===== config.mk =====
export PLATFORM = sky130hd
export DESIGN_NAME = muldiv_seq
export DESIGN_NICKNAME = d
export VERILOG_FILES = /design/src/rtl/muldiv_pkg.sv /design/src/rtl/div_step.sv /design/src/rtl/muldiv_seq.sv
export SDC_FILE = /design/constraint.sdc
export NUM_CORES = 2
export LEC_CHECK = 0
export ABC_AREA = 1
export CORE_MARGIN = 4
export CORE_UTILIZATION = 60
export CTS_BUF_LIST = sky130_fd_sc_hd__clkbuf_4 sky130_fd_sc_hd__clkbuf_8
export DETAILED_ROUTE_END_ITERATION = 8
export GPL_TIMING_DRIVEN = 0
export HOLD_SLACK_MARGIN = 0.08
export PLACE_DENSITY = 0.76
export SYNTH_ARGS = -nofsm -noshare
export SYNTH_HDL_FRONTEND = slang
export SYNTH_SLANG_ARGS = --single-unit

===== constraint.sdc =====
create_clock -name clk -period 22.1 [get_ports clk]
set_clock_uncertainty 0.2 [all_clocks]
set_input_delay 4.42 -clock clk [delete_from_list [all_inputs] [get_ports clk]]
set_output_delay 4.42 -clock clk [all_outputs]
set_load 0.01 [all_outputs]

===== src/rtl/muldiv_pkg.sv =====
// Shared definitions for the RV32M multiply/divide sequencer:
// funct3 encodings, FSM state type and small decode helpers.
package muldiv_pkg;

    localparam logic [2:0] MD_MUL    = 3'd0;
    localparam logic [2:0] MD_MULH   = 3'd1;
    localparam logic [2:0] MD_MULHSU = 3'd2;
    localparam logic [2:0] MD_MULHU  = 3'd3;
    localparam logic [2:0] MD_DIV    = 3'd4;
    localparam logic [2:0] MD_DIVU   = 3'd5;
    localparam logic [2:0] MD_REM    = 3'd6;
    localparam logic [2:0] MD_REMU   = 3'd7;

    typedef enum logic [1:0] {
        IDLE = 2'd0,
        RUN  = 2'd1,
        DONE = 2'd2
    } md_state_t;

    function automatic logic is_div(input logic [2:0] funct3);
        return funct3[2];
    endfunction

endpackage


===== src/rtl/div_step.sv =====
// One combinational restoring-divide iteration: shift {rem,quo} left by one
// and subtract the divisor when it fits, setting the new quotient bit.
module div_step #(
    parameter int XLEN = 32
) (
    input  logic [XLEN-1:0] rem_i,
    input  logic [XLEN-1:0] quo_i,
    input  logic [XLEN-1:0] divisor_i,
    output logic [XLEN-1:0] rem_o,
    output logic [XLEN-1:0] quo_o
);

    logic [XLEN:0] shifted;
    logic [XLEN:0] diff;

    // The extra top bit keeps the trial subtraction exact; its sign says whether it fits.
    always_comb begin
        shifted = {rem_i, quo_i[XLEN-1]};
        diff    = shifted - {1'b0, divisor_i};
        if (!diff[XLEN]) begin
            rem_o = diff[XLEN-1:0];
            quo_o = {quo_i[XLEN-2:0], 1'b1};
        end else begin
            rem_o = shifted[XLEN-1:0];
            quo_o = {quo_i[XLEN-2:0], 1'b0};
        end
    end

endmodule


===== src/rtl/muldiv_seq.sv =====
// RV32M multiply/divide sequencer for the EX stage: latches operands on start,
// runs a multi-cycle multiply or a radix-2 restoring divide, stalls the pipe meanwhile.
module muldiv_seq
    import muldiv_pkg::*;
#(
    parameter int XLEN    = 32,
    parameter int MUL_LAT = 2
) (
    input  logic            clk,
    input  logic            rst_n,
    input  logic            op_validE,
    input  logic [2:0]      funct3E,
    input  logic [XLEN-1:0] srcAE,
    input  logic [XLEN-1:0] srcBE,
    input  logic            kill,
    output logic            stall_req,
    output logic            busy,
    output logic            done,
    output logic [XLEN-1:0] resultE
);

    localparam int CNT_W = $clog2(XLEN + 1);

    md_state_t         state_q, state_d;
    logic [CNT_W-1:0]  cnt_q, cnt_d;
    logic [2:0]        funct3_q, funct3_d;
    logic [XLEN:0]     opA_q, opA_d;
    logic [XLEN:0]     opB_q, opB_d;
    logic              negQ_q, negQ_d;
    logic              negR_q, negR_d;
    logic [XLEN-1:0]   rem_q, rem_d;
    logic [XLEN-1:0]   quo_q, quo_d;
    logic [2*XLEN-1:0] prod_q, prod_d;
    logic [XLEN-1:0]   result_q, result_d;

    logic [XLEN-1:0]         stepRem, stepQuo;
    logic signed [2*XLEN+1:0] prodFull;
    logic [2*XLEN-1:0]       prodSel;
    logic                    aNeg, bNeg, sgnDiv;
    logic [XLEN-1:0]         absA, absB;
    logic                    divZero, divOvf;

    div_step #(.XLEN(XLEN)) u_div_step (
        .rem_i    (rem_q),
        .quo_i    (quo_q),
        .divisor_i(opB_q[XLEN-1:0]),
        .rem_o    (stepRem),
        .quo_o    (stepQuo)
    );

    // Operands are held in XLEN+1 bits so one signed multiply covers all four MUL variants.
    assign prodFull = $signed(opA_q) * $signed(opB_q);
    assign prodSel  = (cnt_q == CNT_W'(MUL_LAT)) ? prodFull[2*XLEN-1:0] : prod_q;

    assign sgnDiv  = ~funct3E[0];
    assign aNeg    = srcAE[XLEN-1];
    assign bNeg    = srcBE[XLEN-1];
    assign absA    = (sgnDiv && aNeg) ? -srcAE : srcAE;
    assign absB    = (sgnDiv && bNeg) ? -srcBE : srcBE;
    assign divZero = (srcBE == '0);
    assign divOvf  = sgnDiv && (srcAE == {1'b1, {(XLEN-1){1'b0}}}) && (srcBE == '1);

    assign busy = (state_q != IDLE);
    assign done = (state_q == DONE);
    assign resultE = result_q;

    always_comb begin
        state_d   = state_q;
        cnt_d     = cnt_q;
        funct3_d  = funct3_q;
        opA_d     = opA_q;
        opB_d     = opB_q;
        negQ_d    = negQ_q;
        negR_d    = negR_q;
        rem_d     = rem_q;
        quo_d     = quo_q;
        prod_d    = prod_q;
        result_d  = result_q;
        stall_req = 1'b0;

        unique case (state_q)
            IDLE: begin
                if (op_validE && !kill) begin
                    stall_req = 1'b1;
                    funct3_d  = funct3E;
                    if (is_div(funct3E)) begin
                        opA_d  = {1'b0, absA};
                        opB_d  = {1'b0, absB};
                        negQ_d = sgnDiv && (aNeg ^ bNeg);
                        negR_d = sgnDiv && aNeg;
                        rem_d  = '0;
                        quo_d  = absA;
                        if (divZero) begin
                            state_d  = DONE;
                            cnt_d    = '0;
                            result_d = funct3E[1] ? srcAE : '1;
                        end else if (divOvf) begin
                            state_d  = DONE;
                            cnt_d    = '0;
                            result_d = funct3E[1] ? '0 : srcAE;
                        end else begin
                            state_d = RUN;
                            cnt_d   = CNT_W'(XLEN);
                        end
                    end else begin
                        opA_d   = {(funct3E == MD_MULH || funct3E == MD_MULHSU) && aNeg, srcAE};
                        opB_d   = {(funct3E == MD_MULH) && bNeg, srcBE};
                        state_d = RUN;
                        cnt_d   = CNT_W'(MUL_LAT);
                    end
                end
            end
            RUN: begin
                stall_req = 1'b1;
                cnt_d     = cnt_q - 1'b1;
                if (is_div(funct3_q)) begin
                    rem_d = stepRem;
                    quo_d = stepQuo;
                end else begin
                    prod_d = prodSel;
                end
                if (cnt_q == CNT_W'(1)) begin
                    state_d = DONE;
                    if (is_div(funct3_q)) begin
                        if (funct3_q[1]) result_d = negR_q ? -stepRem : stepRem;
                        else             result_d = negQ_q ? -stepQuo : stepQuo;
                    end else if (funct3_q == MD_MUL) begin
                        result_d = prodSel[XLEN-1:0];
                    end else begin
                        result_d = prodSel[2*XLEN-1:XLEN];
                    end
                end
            end
            DONE: begin
                state_d = IDLE;
            end
            default: begin
                state_d = IDLE;
            end
        endcase

        // A flush abandons whatever was in flight and leaves the last result visible.
        if (kill) begin
            state_d  = IDLE;
            cnt_d    = '0;
            result_d = result_q;
        end
    end

    always_ff @(posedge clk) begin
        if (!rst_n) begin
            state_q  <= IDLE;
            cnt_q    <= '0;
            funct3_q <= '0;
            opA_q    <= '0;
            opB_q    <= '0;
            negQ_q   <= 1'b0;
            negR_q   <= 1'b0;
            rem_q    <= '0;
            quo_q    <= '0;
            prod_q   <= '0;
            result_q <= '0;
        end else begin
            state_q  <= state_d;
            cnt_q    <= cnt_d;
            funct3_q <= funct3_d;
            opA_q    <= opA_d;
            opB_q    <= opB_d;
            negQ_q   <= negQ_d;
            negR_q   <= negR_d;
            rem_q    <= rem_d;
            quo_q    <= quo_d;
            prod_q   <= prod_d;
            result_q <= result_d;
        end
    end

endmodule


## Word level (Yosys, flattened, before mapping)

Index checks and enable logic that the tools add are counted.

| word-level totals | value |
|---|---|
| bits in registers | 239 |

| operators by class | value |
|---|---|
| equality and inequality tests | 13 |
| $add $sub $neg | 6 |
| multipliers | 1 |
| mux-type cells | 41 |
| reduce and logical (&&, ||, !) cells | 23 |
| bitwise operators | 5 |

Operator list:

| cell | number |
|---|---|
| $mux 32 | 21 |
| $pmux 32 s2 | 3 |
| $neg 32->32 | 4 |
| $mux 33 | 2 |
| $eq 32x32->1 const B | 2 |
| $mul 33x33->64 | 1 |
| $mux 64 | 1 |
| $sub 33x32->33 | 1 |
| $logic_not 32->1 | 1 |
| $mux 6 | 4 |
| $pmux 6 s2 | 1 |
| $mux 2 | 5 |
| $logic_and 1x1->1 | 8 |
| $ne 2x2->1 const B | 4 |
| $reduce_and 2->1 | 4 |
| $eq 6x1->1 const B | 1 |
| $eq 6x2->1 const B | 1 |
| $reduce_and 6->1 | 1 |
| $sub 6x1->6 const B | 1 |
| $not 1->1 | 4 |
| $pmux 2 s2 | 1 |
| $reduce_and 4->1 | 1 |
| $reduce_bool 2->1 | 2 |
| $eq 3x1->1 const B | 1 |
| other kinds (13) | 14 |

## Logic depth before layout (Yosys ltp)

| logic depth | value |
|---|---|
| depth in word-level cells | 8 |
| mapped depth | 37 |

## Hierarchy

Synthesis repeated with hierarchy kept, for this count alone.

| second synthesis, totals | value |
|---|---|
| cells, all modules | 8,564 |
| area total of the unflattened synthesis | 59,517.1 µm² |

By module, submodules not included:

| module | times used | cells an instance | area an instance (µm²) |
|---|---|---|---|
| muldiv_seq | 1 | 7,853 | 56,133.8 |
| div_step | 1 | 711 | 3,383.2 |

## Worst setup path before layout

No wires, ideal clock.

| timing | value |
|---|---|
| path kind | input-to-output |
| start | in kill |
| end | out stall_req |
| arrival | 4.964 ns |
| buffers on the path | 0 |
| path slack | 12.516 ns |
| required time | 17.480 ns |
| cell stages on the path | 5 |
| cell sequence | inv_1 > nand2_1 > nor2_1 > nor2_1 > inv_1 |

| on the way | value |
|---|---|
| word-level cells in the longest chain between the ends | 4 |

Ends and longest elaborated chain:

| element | RTL line | RTL |
|---|---|---|
| start: declaration | muldiv_seq.sv:15 | `input logic kill,` |
| $logic_not 1->1 | muldiv_seq.sv:83 | `if (op_validE && !kill) begin` |
| $logic_and 1x1->1 | muldiv_seq.sv:83 |  |
| $mux 1 | muldiv_seq.sv:83 |  |
| $pmux 1 s2 | muldiv_seq.sv:81 | `unique case (state_q)` |
| end: declaration | muldiv_seq.sv:16 | `output logic stall_req,` |

Every way passes these cells.

## Worst setup path after layout

| timing | value |
|---|---|
| start | reg opB_q[19] |
| end | reg result_q[17], in the netlist resultE[17] |

| on the way | value |
|---|---|
| word-level cells in the longest chain between the ends | 8 |

Ends and longest elaborated chain:

| element | RTL line | RTL |
|---|---|---|
| start: declaration | muldiv_seq.sv:28 | `logic [XLEN:0] opB_q, opB_d;` |
| start signal: assignment | muldiv_seq.sv:168 | `opB_q <= opB_d;` |
| $sub 33x32->33 | div_step.sv:19 | `diff = shifted - {1'b0, divisor_i};` |
| $mux 1 / $mux 32 (equally long branches) | div_step.sv:20 | `if (!diff[XLEN]) begin` |
| $neg 32->32, on equally long branches | muldiv_seq.sv:126, muldiv_seq.sv:125 |  |
| $mux 32, on equally long branches | muldiv_seq.sv:126, muldiv_seq.sv:125 |  |
| $mux 32 | muldiv_seq.sv:125 | `if (funct3_q[1]) result_d = negR_q ? -stepRem : stepRem;` |
| $mux 32 (*) | muldiv_seq.sv:124 | `if (is_div(funct3_q)) begin` |
| $mux 32 (*) | muldiv_seq.sv:122 | `if (cnt_q == CNT_W'(1)) begin` |
| $pmux 32 s2 (*) | muldiv_seq.sv:81 |  |
| end signal: assignment | muldiv_seq.sv:174 | `result_q <= result_d;` |
| end: declaration | muldiv_seq.sv:34 | `logic [XLEN-1:0] result_q, result_d;` |

Mark *: on every way between the ends. The rest lies on a longest branch, timed or not. The select of a mux whose other input is x is not followed.
A chain may end at the register's enable or synchronous reset.

==> summary.txt <==
Outcome
  – Status: finished with violations
  – Violated checks: max-capacitance violations, max-slew violations

Worst setup path
  – Endpoint class of the critical path: register
  – CP Data Arrival Time: between 10000 and 15000 ps
  – Worst Setup Start Kind: register
  – Kind of critical path: reg2reg
  – Slowest CP cell: clkbuf_1
  – Crit-path max cell delay: 1240 ps
  – CP Max Fanout: 10
  – CP dominant cell by count: fa_1
  – Req. time, crit path: 22470 ps

Timing
  – Worst Tran Pin Value: 1680 ps
  – Worst rel slew slack: -12.2%
  – Fmax: 87.4 MHz
  – Min cycle time layout: 11450 ps
  – RSZ-0062 raised after global routing: false
  – Final setup margin: 10650 ps
  – Aggregate negative setup slack: 0 ps
  – Final Setup Violations: 0
  – Hold Vio Cnt, Final: 0
  – Max-slew violations: between 100 and 150
  – Final period utilization: between 50% and 60%

Route
  – Starting DRT DRC Count: ~9.0k
  – DR vias/cell: 6.05
  – # DRC: 0
  – Routed length on met1: 91100 um
  – Initial DRT Pass Iterations: 9
  – Routed wl met2: 101000 um
  – Final antenna-violating net count: 0
  – WL/cell: 27.6 um
  – WL final: 263000 um
  – Highest routed layer: met5
  – Vias: between 50k and 60k
  – DR WL met3: 49500 um

Placement
  – PortBufs: roughly 100
  – Setup WS pre-CTS: ~11000 ps
  – Post-DP HPWL: 216000 um
  – GP Congestion: between 1 and 1.5

Synthesis
  – Syn nets: 9523
  – EDFF count, synth: 0
  – Post-Syn Area: 58200 um2
  – Netlist cell types: 67
  – Synth Warn #: 0
  – Most used DFF post-synth: dfxtp_1
  – Async S/R FF share, synth: 0%
  – Register area share after synthesis: about 8.2%
  – Mean area per synthesized cell: 7.21 um2
  – Cells after synthesis: 8074
  – Seq cells post-synth: ~240

Clock network
  – Count of hold buffers inserted by post-cts repair: 0
  – Clock sinks: 239
  – Worst-Skew Late Latency: a little under 700 ps
  – Htree depth: 2
  – Clock root cell: clkbuf_8
  – Post_cts resized: 0
  – Setup Buffers After CTS: 0
  – Clock-pin transition on the worst setup and hold timing paths: 60 ps
  – Clock Path Buffers: 3
  – Num CTS Buffers: between 40 and 50
  – CTS tree: yes

Layout
  – Final net count: 9671
  – Most common cell after layout, fill and taps aside: inv_1
  – Area Overhead vs Synth: 6.17%
  – Share of cells above drive strength 1: 3.14%
  – Commonest non-fill, non-tap cells in the layout: 2193 x inv_1, 1967 x nand2_1, 1125 x fa_1
  – Fillers: 8585

Power and ir drop
  – Sw power: 1.31 mW
  – Leak Pwr: about 35 nW
  – Sw Ratio: 53.6%
  – Clk pwr share: 19.4%
  – Int Pwr: 1.13 mW
  – Comb power frac: around three fifths
  – VDD IR max: about 0.057 mV
  – PwrDens: 39.5 nW/um2
  – Sequential share of power: roughly a fifth

Run
  – Max_cap viols: 13

Floorplan
  – Die area: 102000 um2
  – Die Ht: 320 um
  – Initial cell density of the core: 60.9%
  – Core Footprint: 95600 um2
  – Row cnt: 113
  – Die span in x: 320 um
  – Top Ports: 106

Worst hold path
  – Hold Crit Class: reg2reg

Global routing
  – First-pass GRT wire length: between 300000 and 400000 um
  – Largest net degree at the start of global routing: 25
  – Tot GR Track Use: roughly 50%
  – Total gr overflow: 0
  – Number of global-route vias before repair: 55.9k
  – Initial antenna violation count: 19
worst paths after layout:
check / end / cells past startpoint / slack [ps] / start
max: resultE[17]$_SDFFE_PN0P_ / 28 / 10650 / opB_q[19]$_SDFFE_PN0P_
min: quo_q[29]$_SDFFE_PN0P_ / 2 / 270 / quo_q[29]$_SDFFE_PN0P_
max reg2reg: resultE[17]$_SDFFE_PN0P_ / 28 / 10650 / opB_q[19]$_SDFFE_PN0P_
min reg2reg: quo_q[29]$_SDFFE_PN0P_ / 2 / 270 / quo_q[29]$_SDFFE_PN0P_
flip-flops by register name, summed over array words and instances, names as in the netlist, 2 cells and up:
register	cells
prod_q	64
opA_q	33
opB_q	33
quo_q	32
rem_q	32
resultE	32
cnt_q	6
funct3_q	3
state_q	2
through the flow:
step	utilization, %	power, mW	instance area, um2	std cells	hold slack (ps)
2_1_floorplan	-	1.28	58200	8074	245
3_3_place_gp	63.7	1.84	60800	9442	254
3_5_place_dp	63.7	1.85	60800	9442	258
4_1_cts	64.6	2.33	61800	9517	268
5_1_grt	64.6	2.51	61800	9521	312
6_report	64.7	2.44	61800	9535	275
worst max-delay path: cells and delay by family (launching register included):
family,cells,cell delay [ps]
fa+ha+maj,9,4740
buf+inv,6,2730
simple gates,9,2290
compound gates,4,1090
flops,1,300
metal layers:
| layer | GRT usage [%] | vias up |
|---|---|---|
| li1 | - | 23912 |
| met1 | 64.7 | 27644 |
| met2 | 68.6 | 4995 |
| met3 | 27.5 | 1133 |
| met4 | 30.0 | 12 |
| met5 | 0.509 | - |
power by group through the flow:
stage | combinational (mW) | sequential (mW) | clock, mW
after floorplan | 0.814 | 0.464 | 0
after global placement | 1.38 | 0.466 | 0
after detailed placement | 1.39 | 0.466 | 0
after CTS | 1.41 | 0.457 | 0.464
after global routing | 1.56 | 0.459 | 0.485
final | 1.51 | 0.458 | 0.473
synthesized netlist by cell type (6+ instances only):
library cell / n / area, um2
xnor2_1: 31 / 272
buf_2: 11 / 55.1
o21ai_0: 397 / 1990
a21o_1: 7 / 52.6
nand2_2: 32 / 200
a31oi_1: 28 / 175
nor3_1: 56 / 280
or2_2: 38 / 238
buf_1: 15 / 56.3
a21oi_1: 360 / 1800
o21a_1: 9 / 67.6
ha_1: 252 / 3150
o21bai_1: 21 / 158
clkbuf_1: 385 / 1450
inv_2: 18 / 67.6
nand3_2: 9 / 90.1
a211oi_1: 6 / 45.0
xor2_1: 62 / 543
nor2_4: 10 / 113
nand4_1: 49 / 307
nand3_1: 211 / 1060
nor4_1: 12 / 75.1
a221oi_1: 21 / 184
nand2_1: 1967 / 7380
o21ai_1: 10 / 50.1
dfxtp_1: 239 / 4780
o211ai_1: 49 / 368
nand3b_1: 13 / 97.6
nand2_4: 15 / 169
fa_1: 1126 / 22500
o221ai_1: 17 / 149
nor2_2: 8 / 50.1
o22ai_1: 7 / 43.8
a21oi_2: 10 / 87.6
nor2_1: 312 / 1170
inv_1: 2193 / 8230
area by class of cell:
class | instances | area, um2 | area share [%]
Multi-Input combinational cell | 5200 | 43500 | 70.3
Inverter | 2216 | 8320 | 13.5
Sequential cell | 239 | 4780 | 7.74
Buffer | 419 | 1660 | 2.69
Tap cell | 1265 | 1580 | 2.56
Timing Repair Buffer | 104 | 1050 | 1.69
Clock buffer | 60 | 782 | 1.27
Clock inverter | 15 | 130 | 0.211
Antenna cell | 17 | 42.5 | 0.0688
cells by family (layout without fill, tap and decap cells):
family                   Yosys count  after routing  share of synthesized area [%]
AND/OR/NAND/NOR                 2750           2750                           19.6
buffers and inverters           2635           2814                           17.1
adder cells (fa/ha/maj)         1380           1380                           44.2
AO/OA/AOI/OAI                    977            977                           9.46
flip-flops                       239            239                           8.22
XOR/XNOR                          93             93                           1.40
other                              0             17                              0
No activity file was read; power rests on OpenSTA's default activity.
